[config.mk]
export PLATFORM = sky130hd
export DESIGN_NAME = priority_matrix_updater_flat
export DESIGN_NICKNAME = d
export VERILOG_FILES = /design/src/rtl/priority_matrix_updater_pkg.sv /design/src/rtl/priority_matrix_updater_if.sv /design/src/rtl/priority_matrix_updater_starve_counter.sv /design/src/rtl/priority_matrix_updater.sv /design/src/flat_wrapper.sv
export SDC_FILE = /design/constraint.sdc
export NUM_CORES = 1
export LEC_CHECK = 0
export BUFFER_PORTS_ARGS = -buffer_cell sky130_fd_sc_hd__buf_2
export CELL_PAD_IN_SITES_DETAIL_PLACEMENT = 0
export CELL_PAD_IN_SITES_GLOBAL_PLACEMENT = 1
export CORE_MARGIN = 4
export CORE_UTILIZATION = 30
export CTS_CLUSTER_SIZE = 16
export DETAILED_ROUTE_END_ITERATION = 10
export GPL_ROUTABILITY_DRIVEN = 0
export PLACE_DENSITY_LB_ADDON = 0.08
export SYNTH_ARGS = -nofsm -noshare
export SYNTH_HDL_FRONTEND = slang
export SYNTH_SLANG_ARGS = --single-unit
export TNS_END_PERCENT = 30
[constraint.sdc]
create_clock -name clk -period 4.6 [get_ports clk]
set_input_delay 0.23 -clock clk [delete_from_list [all_inputs] [get_ports clk]]
set_output_delay 0.23 -clock clk [all_outputs]
set_load 0.02 [all_outputs]
[src/rtl/priority_matrix_updater_pkg.sv]
// Shared types and helpers for the priority-matrix arbiter and its updater.
// Matrix convention: row i bit j = 1 means requester i beats requester j.
package prio_matrix_pkg;
    localparam int MAX_N = 16;

    typedef enum logic [1:0] {
        S_IDLE  = 2'd0,
        S_CHECK = 2'd1,
        S_APPLY = 2'd2
    } state_t;

    typedef logic [MAX_N-1:0] row_t;
    typedef logic [MAX_N-1:0][MAX_N-1:0] mat_t;

    // Index 0 highest priority: i beats j exactly when j > i.
    function automatic mat_t reset_matrix(input int n);
        mat_t m;
        m = '0;
        for (int i = 0; i < MAX_N; i++) begin
            for (int j = 0; j < MAX_N; j++) begin
                m[i][j] = (i < n) && (j < n) && (j > i);
            end
        end
        return m;
    endfunction

    function automatic logic is_onehot(input row_t v);
        return (v != '0) && ((v & (v - row_t'(1))) == '0);
    endfunction
endpackage

[src/rtl/priority_matrix_updater_if.sv]
// Grant-side and matrix-side signal bundle between arbiter/config logic and the updater.
interface priority_matrix_updater_if #(parameter int N = 3);
    logic         valid_gnt;
    logic [N-1:0] gnt;
    logic [N-1:0] req;
    logic         cfg_load;
    logic [N-1:0] cfg_matrix [N-1:0];
    logic [N-1:0] matrix_out [N-1:0];
    logic         busy;
    logic         upd_done;
    logic         err_multi_gnt;
    logic         err_overrun;

    modport master (
        output valid_gnt, gnt, req, cfg_load, cfg_matrix,
        input  matrix_out, busy, upd_done, err_multi_gnt, err_overrun
    );

    modport slave (
        input  valid_gnt, gnt, req, cfg_load, cfg_matrix,
        output matrix_out, busy, upd_done, err_multi_gnt, err_overrun
    );
endinterface

[src/rtl/priority_matrix_updater_starve_counter.sv]
// Saturating count of grant events a requester has lost; clr wins over inc.
module starve_counter #(
    parameter int LIMIT = 4,
    parameter int W     = $clog2(LIMIT + 1)
) (
    input  logic clk,
    input  logic rst,
    input  logic inc,
    input  logic clr,
    output logic sat
);
    logic [W-1:0] count_reg;

    always_ff @(posedge clk) begin
        if (rst || clr) begin
            count_reg <= '0;
        end else if (inc && (count_reg != W'(LIMIT))) begin
            count_reg <= count_reg + W'(1);
        end
    end

    assign sat = (count_reg == W'(LIMIT));
endmodule

[src/rtl/priority_matrix_updater.sv]
// Rewrites the arbiter's priority matrix from grant events: the winner drops to
// lowest priority and a requester that keeps losing is promoted to highest.
module priority_matrix_updater
    import prio_matrix_pkg::*;
#(
    parameter int N            = 3,
    parameter int STARVE_LIMIT = 4
) (
    input logic                      clk,
    input logic                      rst,
    priority_matrix_updater_if.slave bus
);
    localparam int   CNT_W     = $clog2(STARVE_LIMIT + 1);
    localparam mat_t RESET_MAT = reset_matrix(N);

    state_t       state_reg, state_next;
    logic [N-1:0] gnt_reg, req_reg;
    logic [N-1:0] matrix_reg [N-1:0];
    logic [N-1:0] apply_mat  [N-1:0];
    logic [N-1:0] cfg_mat    [N-1:0];
    logic         upd_done_reg, upd_done_next;
    logic         err_multi_reg, err_overrun_reg;
    logic         set_multi;
    logic [N-1:0] cnt_inc, cnt_clr, cnt_sat, promote;
    row_t         gnt_ext;
    logic         gnt_onehot, gnt_multi;

    always_comb begin
        gnt_ext          = '0;
        gnt_ext[N-1:0]   = gnt_reg;
    end
    assign gnt_onehot = is_onehot(gnt_ext);
    assign gnt_multi  = !gnt_onehot && (gnt_reg != '0);

    genvar gi;
    generate
        for (gi = 0; gi < N; gi++) begin : g_cnt
            starve_counter #(.LIMIT(STARVE_LIMIT), .W(CNT_W)) u_cnt (
                .clk (clk),
                .rst (rst),
                .inc (cnt_inc[gi]),
                .clr (cnt_clr[gi]),
                .sat (cnt_sat[gi])
            );
            assign bus.matrix_out[gi] = matrix_reg[gi];
        end
    endgenerate

    // Only the lowest saturated index is promoted; the rest wait for a later event.
    always_comb begin
        promote = '0;
        for (int i = N - 1; i >= 0; i--) begin
            if (cnt_sat[i]) begin
                promote    = '0;
                promote[i] = 1'b1;
            end
        end
    end

    always_comb begin
        cnt_inc = '0;
        cnt_clr = '0;
        if (bus.cfg_load) begin
            cnt_clr = '1;
        end else if (state_reg == S_CHECK && !gnt_multi) begin
            cnt_clr = gnt_reg;
            cnt_inc = req_reg & ~gnt_reg;
        end else if (state_reg == S_APPLY) begin
            cnt_clr = promote;
        end
    end

    // Demote the winner first, then promote the starved requester over everyone.
    always_comb begin
        apply_mat = matrix_reg;
        for (int i = 0; i < N; i++) begin
            for (int j = 0; j < N; j++) begin
                if (gnt_onehot && gnt_reg[i]) begin
                    apply_mat[i][j] = 1'b0;
                end else if (gnt_onehot && gnt_reg[j]) begin
                    apply_mat[i][j] = 1'b1;
                end
                if (i != j) begin
                    if (promote[i]) begin
                        apply_mat[i][j] = 1'b1;
                    end else if (promote[j]) begin
                        apply_mat[i][j] = 1'b0;
                    end
                end
            end
        end
    end

    always_comb begin
        for (int i = 0; i < N; i++) begin
            for (int j = 0; j < N; j++) begin
                if (i < j) begin
                    cfg_mat[i][j] = bus.cfg_matrix[i][j];
                end else if (i > j) begin
                    cfg_mat[i][j] = ~bus.cfg_matrix[j][i];
                end else begin
                    cfg_mat[i][j] = 1'b0;
                end
            end
        end
    end

    always_comb begin
        state_next    = state_reg;
        upd_done_next = 1'b0;
        set_multi     = 1'b0;
        case (state_reg)
            S_IDLE:  if (bus.valid_gnt) state_next = S_CHECK;
            S_CHECK: begin
                set_multi  = gnt_multi;
                state_next = gnt_multi ? S_IDLE : S_APPLY;
            end
            S_APPLY: begin
                upd_done_next = 1'b1;
                state_next    = S_IDLE;
            end
            default: state_next = S_IDLE;
        endcase
        if (bus.cfg_load) begin
            state_next    = S_IDLE;
            upd_done_next = 1'b0;
            set_multi     = 1'b0;
        end
    end

    always_ff @(posedge clk) begin
        if (rst) begin
            state_reg       <= S_IDLE;
            gnt_reg         <= '0;
            req_reg         <= '0;
            upd_done_reg    <= 1'b0;
            err_multi_reg   <= 1'b0;
            err_overrun_reg <= 1'b0;
            for (int i = 0; i < N; i++) begin
                matrix_reg[i] <= RESET_MAT[i][N-1:0];
            end
        end else begin
            state_reg    <= state_next;
            upd_done_reg <= upd_done_next;
            if (state_reg == S_IDLE && bus.valid_gnt) begin
                gnt_reg <= bus.gnt;
                req_reg <= bus.req;
            end
            if (bus.cfg_load) begin
                matrix_reg <= cfg_mat;
            end else if (state_reg == S_APPLY) begin
                matrix_reg <= apply_mat;
            end
            if (set_multi) begin
                err_multi_reg <= 1'b1;
            end
            if (bus.valid_gnt && state_reg != S_IDLE) begin
                err_overrun_reg <= 1'b1;
            end
        end
    end

    assign bus.busy          = (state_reg != S_IDLE);
    assign bus.upd_done      = upd_done_reg;
    assign bus.err_multi_gnt = err_multi_reg;
    assign bus.err_overrun   = err_overrun_reg;
endmodule

[src/flat_wrapper.sv]
// flat-port wrapper written by rule: the top's interface ports become plain ports
module priority_matrix_updater_flat import prio_matrix_pkg::*;
#(
    parameter int N            = 3,
    parameter int STARVE_LIMIT = 4
)
  (clk, rst, bus_valid_gnt, bus_gnt, bus_req, bus_cfg_load, bus_cfg_matrix, bus_matrix_out, bus_busy, bus_upd_done, bus_err_multi_gnt, bus_err_overrun);
  priority_matrix_updater_if #(.N(N)) bus_i ();
  input logic clk;
  input logic rst;
  input wire logic [$bits(bus_i.valid_gnt)-1:0] bus_valid_gnt;
  input wire logic [$bits(bus_i.gnt)-1:0] bus_gnt;
  input wire logic [$bits(bus_i.req)-1:0] bus_req;
  input wire logic [$bits(bus_i.cfg_load)-1:0] bus_cfg_load;
  input wire logic [$bits(bus_i.cfg_matrix)-1:0] bus_cfg_matrix;
  output wire logic [$bits(bus_i.matrix_out)-1:0] bus_matrix_out;
  output wire logic [$bits(bus_i.busy)-1:0] bus_busy;
  output wire logic [$bits(bus_i.upd_done)-1:0] bus_upd_done;
  output wire logic [$bits(bus_i.err_multi_gnt)-1:0] bus_err_multi_gnt;
  output wire logic [$bits(bus_i.err_overrun)-1:0] bus_err_overrun;
  assign bus_i.valid_gnt = bus_valid_gnt;
  assign bus_i.gnt = bus_gnt;
  assign bus_i.req = bus_req;
  assign bus_i.cfg_load = bus_cfg_load;
  assign bus_i.cfg_matrix = {>>{bus_cfg_matrix}};
  assign bus_matrix_out = {>>{bus_i.matrix_out}};
  assign bus_busy = bus_i.busy;
  assign bus_upd_done = bus_i.upd_done;
  assign bus_err_multi_gnt = bus_i.err_multi_gnt;
  assign bus_err_overrun = bus_i.err_overrun;
  priority_matrix_updater #(.N(N), .STARVE_LIMIT(STARVE_LIMIT)) u_core (.clk(clk), .rst(rst), .bus(bus_i));
endmodule
* Word-level counts from Yosys, hierarchy flattened
Cells that the tools add are included.
W data, S select, Z words.
** Word-level totals
- Register bits after elaboration :: 26
- Logic and storage cells :: 100
** Cells by class
- Reductions and logical operators :: 29
- Add/sub/neg operators :: 4
- Eq/ne operators :: 9
- Bitwise operators :: 6
- Mux-type cells :: 37
** Operator list (count)
- $mux W1 :: 24
- $mux W3 :: 8
- $and A3 B16 Y16 :: 1
- $logic_not A16 Y1 :: 1
- $mux W8 :: 2
- $reduce_bool A16 Y1 :: 1
- $reduce_bool A5 Y1 :: 3
- $logic_and A1 B1 Y1 :: 11
- $add A3 B1 Y3 const B :: 3
- $eq A3 B3 Y1 const B :: 3
- $ne A3 B3 Y1 const B :: 3
- $reduce_and A2 Y1 :: 3
- $mux W2 :: 2
- $pmux W2 S2 :: 1
- $reduce_bool A2 Y1 :: 2
- $sub A3 B1 Y4 const B :: 1
- $and A3 B3 Y3 :: 1
- $logic_or A1 B1 Y1 :: 3
- $not A1 Y1 :: 3
- $not A3 Y3 :: 1
- $reduce_bool A3 Y1 :: 1
- $eq A2 B1 Y1 const B :: 1
- $eq A2 B2 Y1 const B :: 1
- $logic_not A1 Y1 :: 2
- other kinds (3) :: 3

* Logic depth before layout (Yosys ltp)
- Depth after elaboration :: 11
- Gate-level depth with buffers :: 6
- Depth with buffers taken out :: 6

* Modules after synthesis
Synthesis repeated with hierarchy kept, for this count alone.
** Unflattened totals
- Cells, all modules :: 156
- Area total of the unflattened synthesis :: 1425.1 um^2
** Modules (own cells, without submodules)
- priority_matrix_updater :: area each 862.1 um^2, times used 1, cells each 102, sequential area each 340.3 um^2
- starve_counter :: area each 187.7 um^2, times used 3, cells each 18, sequential area each 60.1 um^2

* Worst setup path after synthesis
No wires, ideal clock.
- Path type :: flip-flop to flip-flop
- Start :: reg u_core.g_cnt[2].u_cnt.count_reg[0]
- End :: reg u_core.matrix_reg, in the netlist u_core.bus.matrix_out[2]
- Library setup time :: 0.121 ns
- Arrival :: 1.450 ns
- Stages on the path, launching flop included :: 7
- Path slack :: 3.029 ns
- Data required time :: 4.479 ns
- Path buffers :: 0
- Path through :: dfxtp_1 inv_1 ha_1 and2_1 a21o_1 o21ai_1 mux2_2
** Between the ends
- Cells in the longest elaborated chain, start to end :: 8
- Elaborated cells on any way between the ends :: 10
** Ends and longest elaborated chain
- from (decl) :: RTL line priority_matrix_updater_starve_counter.sv:12 : logic [W-1:0] count_reg;
- from (signal assigned) :: RTL line priority_matrix_updater_starve_counter.sv:18 : count_reg <= count_reg + W'(1);
- $eq A3 B3 Y1 (*) :: RTL line priority_matrix_updater_starve_counter.sv:22 : assign sat = (count_reg == W'(LIMIT));
- $mux W3 (*) (3 in a row) :: RTL line priority_matrix_updater.sv:53 : if (cnt_sat[i]) begin
- $mux W1 :: RTL line priority_matrix_updater.sv:86 : end else if (promote[j]) begin
- $mux W1 :: RTL line priority_matrix_updater.sv:84 : if (promote[i]) begin
- $mux W8 :: RTL line priority_matrix_updater.sv:151 : end else if (state_reg == S_APPLY) begin
- $mux W8 :: RTL line priority_matrix_updater.sv:149 : if (bus.cfg_load) begin
- to (signal, indexed assignment) :: RTL line priority_matrix_updater.sv:140 : matrix_reg[i] <= RESET_MAT[i][N-1:0];
- to (signal assigned) :: RTL line priority_matrix_updater.sv:150 : matrix_reg <= cfg_mat;
- to (signal assigned) :: RTL line priority_matrix_updater.sv:152 : matrix_reg <= apply_mat;
- to (decl) :: RTL line priority_matrix_updater.sv:18 : logic [N-1:0] matrix_reg [N-1:0];
Every way passes the cells marked *; elsewhere a longest branch is shown, timed or not. The select of a mux whose other input is x is not followed.
A chain may end at the register's enable or synchronous reset.

* Final worst setup path
Ends and elaborated chain as after synthesis.

==> reports/metrics.cfg <==
[run_status]
status=finished clean

[placement]
dp_hpwl_microns=2294
dpl_cell_area_sq_mm=0.001510
port_buffers=22
pre_cts_ws_ps=2866

[yosys]
synth.area.top_cells=dfxtp_1 (38%), mux2i_1 (7.2%), nor2_1 (6.0%)
synth-seq-cells=26
synthArstFlopShare_pct=0
synth.distinct_cells=43
synth.top_cell.area_share_pct=37.51
yosysWarnings=0
syn_area_sq_mm=0.001388
synth_most_common_cell=dfxtp_1
synthCells=158
syn_avg_cell_area_sq_um=8.782
synthTopCellsByCount=dfxtp_1 (26), nor2_1 (22), mux2i_1 (10)
synth_top_area_cell=dfxtp_1
seq_area_frac_synth_pct=37.51
synthFlopType=dfxtp_1
synth_edf_count=0

[timing]
finalHoldViolations=0
finClkSkew_ps=10.20
setup-tns-final_ps=0
period_share_pct=37.31
setup_ws_ps=2884
fmax_mhz=582.6
rsz0062_at_grt=no
setup_viol=0
drv_slew=0
fin_crit_ps=1716

[worst_hold_path]
hold_path.class=primary input to register

[grt]
use_met2_pct=17.64
gr-total-overflow=0
grt_pass1_wl_microns=5154
first_global_vias=1104
grt.busiest_layer=met2
grt_antenna_before_repair=0
grt_usage_pct=10.76
grt_use_met1_pct=13.81
gr-usage-met3_pct=2.364
grt_max_degree=19

[drt]
postRouteAntennaNets=0
wire_per_inst_microns=13.41
drtIter0Drc=37
firstDrtPassIters=4
vias=1131
route.detailed.drc=0
routed_wl_microns=3058
vias_per_cell=4.961

[critical_path]
path_class=register to register
crit_arrival_ps=1890
crit_fanout=5
start_kind=register
cp-end-kind=register
cp.required_ps=4770

[pwr]
leakage_nw=0.6726
ir_worst_vdd_uv=158.9
power_density_mw_per_mm2=314.4

[cts]
cts_sinks=26
cts_tree=yes
htree_levels=1
clkTransAtPathRegs_ps=100
clock-root-buffer=clkbuf_8
clk_path_buf_depth=2
cts_setup_buffers=0
holdBufCountCts=0
cts_inserted_buffers=3
clkLatencyLatePin_ps=280
cts_resized=0

[floorplan]
dieArea_sq_mm=0.005778
start_util_pct=31.43
core.rowCount=24
coreArea_sq_mm=0.004414
die_h_microns=76.01
die_w_microns=76.01
io_pins=32

[final_layout]
antenna_cells=0
fin_area_sq_mm=0.001582
drive_above_1_share_pct=18.75
fin_nets=202
syn2layout_area_growth_pct=13.98
post-route-util_pct=35.83
largest_register_ffs=9

[run]
drv_cap=0

[cells by family after synthesis]
group | Yosys count | synth area share, %
and+or+nand+nor | 59 | 23.17
other | 1 | 0.2703
xor gates and xnor gates | 9 | 5.681
adders and majority gates | 7 | 6.132
muxes | 11 | 8.025
AOI/OAI and AO/OA | 26 | 12.44
buffers and inverters | 19 | 6.763
DFF | 26 | 37.51
[power breakdown]
| group | total [mW] | switching [mW] | internal (mW) |
|---|---|---|---|
| clock | 0.191 | 0.0743 | 0.116 |
| sequential | 0.244 | 0.0101 | 0.234 |
| combinational | 0.0623 | 0.0358 | 0.0265 |
[worst paths after layout]
path | start | to | slack (ps) | depth (start not counted)
worst max-delay path | u_core.g_cnt[2].u_cnt.count_reg[0] | u_core.bus.matrix_out[2] | 2880 | 6
worst min-delay path | bus_req[1] | u_core.req_reg[1] | 180 | 3
worst max register to register | u_core.g_cnt[2].u_cnt.count_reg[0] | u_core.bus.matrix_out[2] | 2880 | 6
worst min register to register | u_core.bus.matrix_out[3] | u_core.bus.matrix_out[3] | 450 | 2
[per-stage QoR]
step / cells / power [mW] / hold WS [ps]
2_1_floorplan: 160 / 0.2966 / 370.7
3_3_place_gp: 224 / 0.3114 / 430.0
3_5_place_dp: 224 / 0.3123 / 435.2
4_1_cts: 228 / 0.5058 / 184.2
5_1_grt: 228 / 0.5203 / 191.3
6_report: 228 / 0.4972 / 184.7
[metal layers]
layer / vias to the layer above / routed length (microns)
met5: - / 0
li1: 571 / -
met1: 527 / 1400
met2: 29 / 1458
met3: 4 / 169
met4: 0 / 30
[critical path, stage by stage (launching register included)]
cell and delay, ps:
dfxtp_1 350, inv_1 70, ha_1 210, and2_1 220, a21o_1 190, o21ai_1 230
mux2_2 360
[area by class of cell]
class / instances / area (sq um)
sequential: 26 / 520.5
multi-input combinational: 115 / 780.7
inverter: 9 / 33.78
fill: 492 / 2833
timing repair buffer: 22 / 110.1
tap: 52 / 65.06
clock inverter: 1 / 30.03
clock buffer: 3 / 41.29
[cells in the final DEF, fill, tap and decap left out, types with 4 or more instances in the layout]
cell,netlist,final
inv_1,9,9
ha_1,6,6
nand2_1,8,8
buf_2,3,22
nand2b_1,4,4
nand4_1,5,5
a21oi_1,6,6
mux2i_1,10,10
xnor2_1,6,6
o21ai_0,4,4
dfxtp_1,26,26
nor2_1,22,22
No activity file was read; power rests on OpenSTA's default activity.
